===== config.mk =====
export PLATFORM = sky130hd
export DESIGN_NAME = chrrom_arbiter_flat
export DESIGN_NICKNAME = d
export VERILOG_FILES = /design/src/rtl/chrarb_pkg.sv /design/src/rtl/chrrom_arbiter_if.sv /design/src/rtl/chrarb_pick.sv /design/src/rtl/chrrom_arbiter.sv /design/src/flat_wrapper.sv
export SDC_FILE = /design/constraint.sdc
export NUM_CORES = 1
export LEC_CHECK = 0
export ABC_AREA = 0
export CAP_MARGIN = 20
export CELL_PAD_IN_SITES_DETAIL_PLACEMENT = 1
export CELL_PAD_IN_SITES_GLOBAL_PLACEMENT = 1
export CORE_ASPECT_RATIO = 0.7
export CORE_UTILIZATION = 33
export DETAILED_ROUTE_END_ITERATION = 6
export PLACE_DENSITY_LB_ADDON = 0.1
export SYNTH_ARGS = -nofsm -noshare
export SYNTH_HDL_FRONTEND = slang
export SYNTH_SLANG_ARGS = --single-unit

===== constraint.sdc =====
create_clock -name VCLKx8 -period 3.45 [get_ports VCLKx8]
set_clock_uncertainty 0.15 [all_clocks]
set_input_delay 0.69 -clock VCLKx8 [delete_from_list [all_inputs] [get_ports VCLKx8]]
set_output_delay 0.69 -clock VCLKx8 [all_outputs]
set_load 0.005 [all_outputs]

===== src/rtl/chrarb_pkg.sv =====
// chrarb_pkg: shared FSM states, requester indices and defaults for the character-ROM arbiter
package chrarb_pkg;
  typedef enum logic [1:0] {IDLE, BUSY, DONE} state_t;
  localparam int NREQ = 3;
  localparam logic [1:0] REQ_BG0 = 2'd0;
  localparam logic [1:0] REQ_BG1 = 2'd1;
  localparam logic [1:0] REQ_SPR = 2'd2;
  localparam int TMO_DEF = 255;
  function automatic logic [1:0] nxt(input logic [1:0] i);
    return i == REQ_SPR ? REQ_BG0 : i + 2'd1;
  endfunction
endpackage


===== src/rtl/chrrom_arbiter_if.sv =====
// chrrom_arbiter_if: character-ROM memory port (req/ad out, ack/dt back); master = arbiter, slave = ROM controller
interface chrrom_arbiter_if #(
  parameter int AW = 16,
  parameter int DW = 24
);
  logic req;
  logic [AW-1:0] ad;
  logic ack;
  logic [DW-1:0] dt;
  modport master (output req, ad, input ack, dt);
  modport slave (input req, ad, output ack, dt);
endinterface


===== src/rtl/chrarb_pick.sv =====
// chrarb_pick: combinational 3-way winner picker; round-robin from last grant when CHRARB_RR_EN, else BG0 > BG1 > SPR
// Ports: req (request vector), last (previous grant, round-robin only), gnt (winner index), gv (any request)
module chrarb_pick import chrarb_pkg::*; (
  input logic [NREQ-1:0] req,
`ifdef CHRARB_RR_EN
  input logic [1:0] last,
`endif
  output logic [1:0] gnt,
  output logic gv
);
`ifdef CHRARB_RR_EN
  logic [1:0] s1, s2;
  always_comb begin
    s1 = nxt(last);
    s2 = nxt(s1);
    gnt = req[s1] ? s1 : req[s2] ? s2 : last;
  end
`else
  always_comb gnt = req[REQ_BG0] ? REQ_BG0 : req[REQ_BG1] ? REQ_BG1 : REQ_SPR;
`endif
  assign gv = |req;
endmodule


===== src/rtl/chrrom_arbiter.sv =====
// chrrom_arbiter: shares one variable-latency character-ROM port between BG0, BG1 and sprite requesters
// Ports: VCLKx8/RESET (sync, active high); reqN/adN held requests; rdyN one-cycle completion, dtN held data;
// err sticky timeout flag; mem is the ROM port (master). Macro CHRARB_RR_EN selects round-robin arbitration.
module chrrom_arbiter import chrarb_pkg::*; #(
  parameter int AW = 16,
  parameter int DW = 24,
  parameter int TMO = TMO_DEF
) (
  input logic VCLKx8,
  input logic RESET,
  input logic req0,
  input logic req1,
  input logic req2,
  input logic [AW-1:0] ad0,
  input logic [AW-1:0] ad1,
  input logic [AW-1:0] ad2,
  output logic rdy0,
  output logic rdy1,
  output logic rdy2,
  output logic [DW-1:0] dt0,
  output logic [DW-1:0] dt1,
  output logic [DW-1:0] dt2,
  output logic err,
  chrrom_arbiter_if.master mem
);
  state_t state;
  logic [1:0] gnt, pick;
  logic gv, fin;
  logic [2:0] rdy;
  logic [7:0] cnt;
  logic [AW-1:0] pick_ad;
  logic [DW-1:0] fin_dt;
  // gnt keeps the last winner between transactions, so it doubles as the round-robin pointer
  chrarb_pick u_pick (
    .req({req2, req1, req0}),
`ifdef CHRARB_RR_EN
    .last(gnt),
`endif
    .gnt(pick),
    .gv(gv)
  );
  assign pick_ad = pick == REQ_BG0 ? ad0 : pick == REQ_BG1 ? ad1 : ad2;
  // ack beats a coincident timeout; a timeout returns all ones
  assign fin = mem.ack || cnt == 8'(TMO);
  assign fin_dt = mem.ack ? mem.dt : '1;
  assign {rdy2, rdy1, rdy0} = rdy;
  always_ff @(posedge VCLKx8) begin
    if (RESET) begin
      state <= IDLE;
      mem.req <= 1'b0;
      mem.ad <= '0;
      rdy <= '0;
      dt0 <= '0;
      dt1 <= '0;
      dt2 <= '0;
      err <= 1'b0;
      cnt <= '0;
      gnt <= REQ_SPR;
    end else begin
      rdy <= '0;
      case (state)
        IDLE: if (gv) begin
          gnt <= pick;
          mem.req <= 1'b1;
          mem.ad <= pick_ad;
          cnt <= '0;
          state <= BUSY;
        end
        BUSY: if (fin) begin
          mem.req <= 1'b0;
          rdy <= 3'b001 << gnt;
          err <= err | ~mem.ack;
          state <= DONE;
          if (gnt == REQ_BG0) dt0 <= fin_dt;
          if (gnt == REQ_BG1) dt1 <= fin_dt;
          if (gnt == REQ_SPR) dt2 <= fin_dt;
        end else cnt <= cnt + {7'd0, cnt != 8'hFF};
        default: state <= IDLE;
      endcase
    end
  end
endmodule


===== src/flat_wrapper.sv =====
// flat-port wrapper written by rule: the top's interface ports become plain ports
module chrrom_arbiter_flat import chrarb_pkg::*;
#(
  parameter int AW = 16,
  parameter int DW = 24,
  parameter int TMO = TMO_DEF
)
  (VCLKx8, RESET, req0, req1, req2, ad0, ad1, ad2, rdy0, rdy1, rdy2, dt0, dt1, dt2, err, mem_req, mem_ad, mem_ack, mem_dt);
  chrrom_arbiter_if #(.AW(AW), .DW(DW)) mem_i ();
  input logic VCLKx8;
  input logic RESET;
  input logic req0;
  input logic req1;
  input logic req2;
  input logic [AW-1:0] ad0;
  input logic [AW-1:0] ad1;
  input logic [AW-1:0] ad2;
  output logic rdy0;
  output logic rdy1;
  output logic rdy2;
  output logic [DW-1:0] dt0;
  output logic [DW-1:0] dt1;
  output logic [DW-1:0] dt2;
  output logic err;
  output wire logic [$bits(mem_i.req)-1:0] mem_req;
  output wire logic [$bits(mem_i.ad)-1:0] mem_ad;
  input wire logic [$bits(mem_i.ack)-1:0] mem_ack;
  input wire logic [$bits(mem_i.dt)-1:0] mem_dt;
  assign mem_req = mem_i.req;
  assign mem_ad = mem_i.ad;
  assign mem_i.ack = mem_ack;
  assign mem_i.dt = mem_dt;
  chrrom_arbiter #(.AW(AW), .DW(DW), .TMO(TMO)) u_core (.VCLKx8(VCLKx8), .RESET(RESET), .req0(req0), .req1(req1), .req2(req2), .ad0(ad0), .ad1(ad1), .ad2(ad2), .rdy0(rdy0), .rdy1(rdy1), .rdy2(rdy2), .dt0(dt0), .dt1(dt1), .dt2(dt2), .err(err), .mem(mem_i));
endmodule

# == Word-level counts from Yosys, hierarchy flattened ==
# Index checks and enable logic that the tools add are counted.
# classes
n_addsub,1
n_mul,0
div,0
n_lt_le_gt_ge,0
n_eq_ne,9
shift,1
mux,14
n_bitwise,4
reduce_logical,15
# ops
op,n
16-bit 2-to-1 mux,2
24-bit 2-to-1 mux,1
8-bit 2-to-1 mux,2
8-bit case mux with 2 select lines,1
3-bit AND reduction,5
8-bit by 1-bit adder with 8-bit output,1
8-bit equality test (second input constant),1
2-bit 2-to-1 mux,4
8-bit inequality test (second input constant),1
2-bit by 1-bit equality test with 1-bit output (second input constant),3
2-bit logical NOT,3
2-bit AND reduction,3
3-bit OR reduction,2
2-bit by 1-bit inequality test with 1-bit output (second input constant),2
2-bit case mux with 2 select lines,1
1-bit inverter,3
1-bit by 2-bit left shift with 3-bit output (first input constant),1
2-bit equality test (second input constant),1
1-bit 2-to-1 mux,2
2-bit inequality test (second input constant),1
1-bit case mux with 2 select lines,1
2-bit nonzero test,1
1-bit logical OR,1
1-bit bitwise OR,1
# totals
regBits,105
latch_bits,0
mem_bits_rw,0
rom_bits,0
out_inout_bits,93
memories,0

# == Depth between registers and ports, before layout ==
# depth
word_depth,5
depth_mapped,9
mapped_depth_nobuf,8

# == Hierarchy ==
# From an unflattened synthesis, not the netlist that was laid out.
# hier_totals
cells_unflattened,548
area_unflattened_um2,4428.0
# modules_own_cells
module,n_inst,cells_each,area_each_um2,seq_area_each_um2
chrrom_arbiter,1,545,4411.7,2102.0
chrarb_pick,1,3,16.3,0.0

# == Worst setup path after synthesis ==
# No wires, ideal clock.
# synth_path
path_kind,register to register
from,register u_core.cnt[4]
to,register u_core.cnt[6]
setup_ns,0.080
arrival_time_ns,1.596
path_slack_ns,1.624
path_stages_with_launch,9
n_path_buf,1
path_cell_list,dfxtp_1 -> and4_1 -> buf_6 -> nand2_1 -> ha_1 -> ha_1 -> nand4_1 -> or4_1 -> o211ai_1
# synth_via
elab_chain_cells,4
word_cells_on_any_way,8
classes_between,add/sub: 1; eq/ne: 3; mux: 2; reduce/logical: 2
# synth_rtl
element,line,source
from (decl),chrrom_arbiter.sv:30,logic [7:0] cnt;
from (signal assigned),chrrom_arbiter.sv:77,"end else cnt <= cnt + {7'd0, cnt != 8'hFF};"
8-bit inequality test / 8-bit equality test (equally long branches),"chrrom_arbiter.sv:77, chrrom_arbiter.sv:44",
8-bit by 1-bit adder with 8-bit output / 1-bit logical OR (equally long branches),"chrrom_arbiter.sv:77, chrrom_arbiter.sv:44",
8-bit 2-to-1 mux / 2-bit inequality test (equally long branches),--,
8-bit case mux with 2 select lines / 3-bit AND reduction (equally long branches),--,
# Parallel ways exist; a longest one is shown, timed or not. The select of a mux whose other input is x is not followed.
# A chain may end at the register's enable or synchronous reset.

# == Worst setup path in the final report ==
# layout_path
from,input mem_ack
to,register u_core.dt2[3]
# layout_via
elab_chain_cells,2
word_cells_on_any_way,3
classes_between,mux: 1; reduce/logical: 2
# layout_rtl
element,line,source
from (decl),flat_wrapper.sv:27,input wire logic [$bits(mem_i.ack)-1:0] mem_ack;
1-bit logical OR,chrrom_arbiter.sv:44,assign fin = mem.ack || cnt == 8'(TMO);
3-bit AND reduction (no line),--,
to (signal assigned),chrrom_arbiter.sv:76,if (gnt == REQ_SPR) dt2 <= fin_dt;
to (decl),chrrom_arbiter.sv:22,"output logic [DW-1:0] dt2,"
# Parallel ways exist; a longest one is shown, timed or not.

==> results.yml <==
sta:
  holdWs_ps: 309
  report.final.slew_viol_count: 0
  timing.setup.tns_ps: 0
  worstMarginPinSlew_ps: 786
  finalHoldViolations: 0
  max_freq_ghz: 0.416
  max-slew-margin-rel_pct: 47.4
  layout_worst_path_cycle_share_pct: 69.6
  rsz_0062_raised_after_global_routing: "no"
  setup_viol_count_final: 0
  timing.final.crit_period_ps: 2400
layout:
  layout.core_utilization_pct: 49.0
  layout.cell_area.non_filler_sq_um: 6440
  nets: 768
  flow.area_growth_from_synthesis_pct: 45.4
  antenna_cells_inserted: 0
  nFillCells: 1534
  final_layout_size_suffix_gt1_share_pct: 5.34
routing:
  drt_pass1_iterations: 4
  routed-via-count: 4603
  drt_iter0_markers: 254
  route.detailed.wl_per_inst_microns: 17.6
  detail-route-antenna-nets: 0
  drc: 0
  via_cell_ratio: 5.36
  postRouteWirelength_mm: 15.1
clocking:
  cts_hold_buffers: 0
  cts.root.buffer_cell: "sky130_fd_sc_hd__clkbuf_16"
  cts_max_level: 3
  cts_buffers: 9
  cts.repair.resized: 0
  cts-root-to-sink-buffers: 2
  tritoncts_num_sinks: 105
  clkTransAtPathRegs_ps: 70
  clock_latency_ps: 340
  cts_tree: "built"
  count_of_buffers_added_by_post_cts_timing_repair_for_setup: 0
placed_design:
  buffer_ports.inserted: 170
  dpl.hpwl_mm: 10.3
  globalplace.congestion: 0.869
  placedInstanceArea_sq_um: 6150
worst_setup_path:
  timing.critical_path.to_type: "flop"
  cp-start-kind: "primary input"
  arrival_ps: 2500
  worst-setup-path-type: "primary input to flop"
  r2r_setup_slk_ps: 1220
  worst-endpoint-required_ps: 3540
  crit_path_max_fanout: 75
floorplanning:
  fp.coreArea_sq_um: 13100
  die_w_microns: 140
  floorplan.initialDensity_pct: 33.7
  fp.dieH_microns: 98.9
  dieArea_sq_um: 13900
  io_pins: 171
  rows: 35
power:
  design_power_total_w: 0.00281
  peakVddDrop_uv: 246
  power_frac_seq_pct: 46.5
  internal_power_w: 0.00204
  clockPowerShare_pct: 35.5
  power.switching_fraction_pct: 27.5
  power_per_cell_area_nw_per_um2: 436
  switching_power_w: 0.000773
  power.combinational.fraction_pct: 18.1
  power.leakage_nw: 2.28
synth:
  synth_enable_flop_cells: 0
  synth_async_sr_flop_share_pct: 0
  syn-instance-count: 550
  syn_area_per_cell_sq_um: 8.05
  number_of_warning_messages_in_the_yosys_log: 0
  synth_sequential_area_ratio_pct: 47.5
  ys_seq_elements: 105
  synthesis.nets: 630
  ys_types: 37
  cell_area_after_synthesis_sq_um: 4430
  synth_top_flop_cell: "sky130_fd_sc_hd__dfxtp_1"
global_route:
  grt_util_all_layers_pct: 22.4
  grt_first_pass_wirelength_mm: 24.7
  grt_overflow_total: 0
  grt_max_degree: 76
  grt_pass1_vias: 4783
  antenna_found_initial: 0
run_status:
  run_status: "finished, final reports clean"
run:
  drv_cap: 0
hold_path:
  min_path_type: "flop to flop"
-- routing by layer --
layer / up-vias / global-route usage (%) / wire [microns]
li1: 2228 / - / -
met3: 13 / 5.73 / 985
met5: - / 0 / 0
met2: 126 / 36.8 / 6980
met4: 0 / 5.18 / 118
met1: 2236 / 29.5 / 7000
-- cell usage in the layout, fill, tap and decap left out, drive strengths merged, types with 6 or more instances in the layout --
cell type / netlist / layout
clkbuf: 28 / 10
nor2: 79 / 79
nand2b: 6 / 6
dfxtp: 105 / 105
nand3: 11 / 11
mux2i: 11 / 11
a21oi: 18 / 18
clkdlybuf4s50: 0 / 169
buf: 27 / 13
o21ai: 16 / 16
nor3: 74 / 74
inv: 5 / 7
nand2: 60 / 60
a31oi: 79 / 79
-- state kept, by name, summed over array words and instances, names as in the netlist --
signal	cells
u_core.dt0	24
u_core.dt1	24
u_core.dt2	24
u_core.mem.ad	16
u_core.cnt	8
u_core.rdy	3
u_core.gnt	2
u_core.state	2
u_core.err	1
u_core.mem.req	1
-- power groups by stage --
stage	combinational, W	sequential (W)	clock [W]
after floorplan	0.000237	0.00133	0
after global placement	0.000499	0.00133	0
after detailed placement	0.000510	0.00133	0
after CTS	0.000512	0.00131	0.00102
after global routing	0.000556	0.00132	0.00108
final	0.000507	0.00131	0.000996
-- worst max-delay path, cell delays in order --
cell                              delay (ps)
sky130_fd_sc_hd__clkdlybuf4s50_1         670
sky130_fd_sc_hd__a21o_4                  660
sky130_fd_sc_hd__a31oi_1                 190
sky130_fd_sc_hd__nor3_1                  260
-- kinds of logic (layout without fill, tap and decap cells) --
family / count (synthesis) / count (layout) / synth area share, %
AO/OA/AOI/OAI: 125 / 125 / 17.6
buffers and inverters: 60 / 203 / 6.95
multiplexers: 11 / 11 / 2.49
flip-flops: 105 / 105 / 47.5
AND/OR/NAND/NOR: 247 / 247 / 25.0
adder cells (fa/ha/maj): 2 / 2 / 0.565
-- cell usage after synthesis, types with 2 or more instances --
cell | n | area [sq um]
sky130_fd_sc_hd__o21ai_0 | 16 | 80.1
sky130_fd_sc_hd__a31oi_1 | 79 | 494
sky130_fd_sc_hd__nand3_1 | 11 | 55.1
sky130_fd_sc_hd__clkbuf_1 | 28 | 105
sky130_fd_sc_hd__nand2b_1 | 6 | 37.5
sky130_fd_sc_hd__a21oi_1 | 17 | 85.1
sky130_fd_sc_hd__inv_1 | 5 | 18.8
sky130_fd_sc_hd__mux2i_1 | 11 | 110
sky130_fd_sc_hd__o211ai_1 | 3 | 22.5
sky130_fd_sc_hd__buf_2 | 18 | 90.1
sky130_fd_sc_hd__nand4_1 | 3 | 18.8
sky130_fd_sc_hd__nor2_1 | 79 | 297
sky130_fd_sc_hd__and3_1 | 3 | 18.8
sky130_fd_sc_hd__buf_6 | 6 | 67.6
sky130_fd_sc_hd__a41oi_1 | 2 | 17.5
sky130_fd_sc_hd__nor3_1 | 74 | 370
sky130_fd_sc_hd__nand2_1 | 60 | 225
sky130_fd_sc_hd__ha_1 | 2 | 25.0
sky130_fd_sc_hd__and4_1 | 2 | 17.5
sky130_fd_sc_hd__or3_1 | 2 | 12.5
sky130_fd_sc_hd__dfxtp_1 | 105 | 2100
sky130_fd_sc_hd__nor2b_1 | 3 | 18.8
-- stage by stage --
stage,setup slack [ps],std cells
2_1_floorplan,1620,550
3_3_place_gp,863,843
3_5_place_dp,778,843
4_1_cts,1090,859
5_1_grt,934,859
6_report,1050,859
-- area by class of cell --
cell class                 count  area, sq um  area share, %
inverter                       5         18.8          0.291
clock inverter                 6         50.0          0.777
timing repair buffer         182         1790           27.8
clock buffer                  10          239           3.71
sequential                   105         2100           32.6
multi-input combinational    385         2030           31.6
tap                          166          208           3.22
-- path summary, 6_finish.rpt --
check | startpoint | end | cells after the start
max | mem_ack | u_core.dt2[3] | 4
min reg2reg | u_core.mem.ad[15] | u_core.mem.ad[15] | 2
min | u_core.mem.ad[15] | u_core.mem.ad[15] | 2
max reg2reg | u_core.state[0] | u_core.dt2[3] | 4
Note: power is estimated with default switching activity, not from simulation.
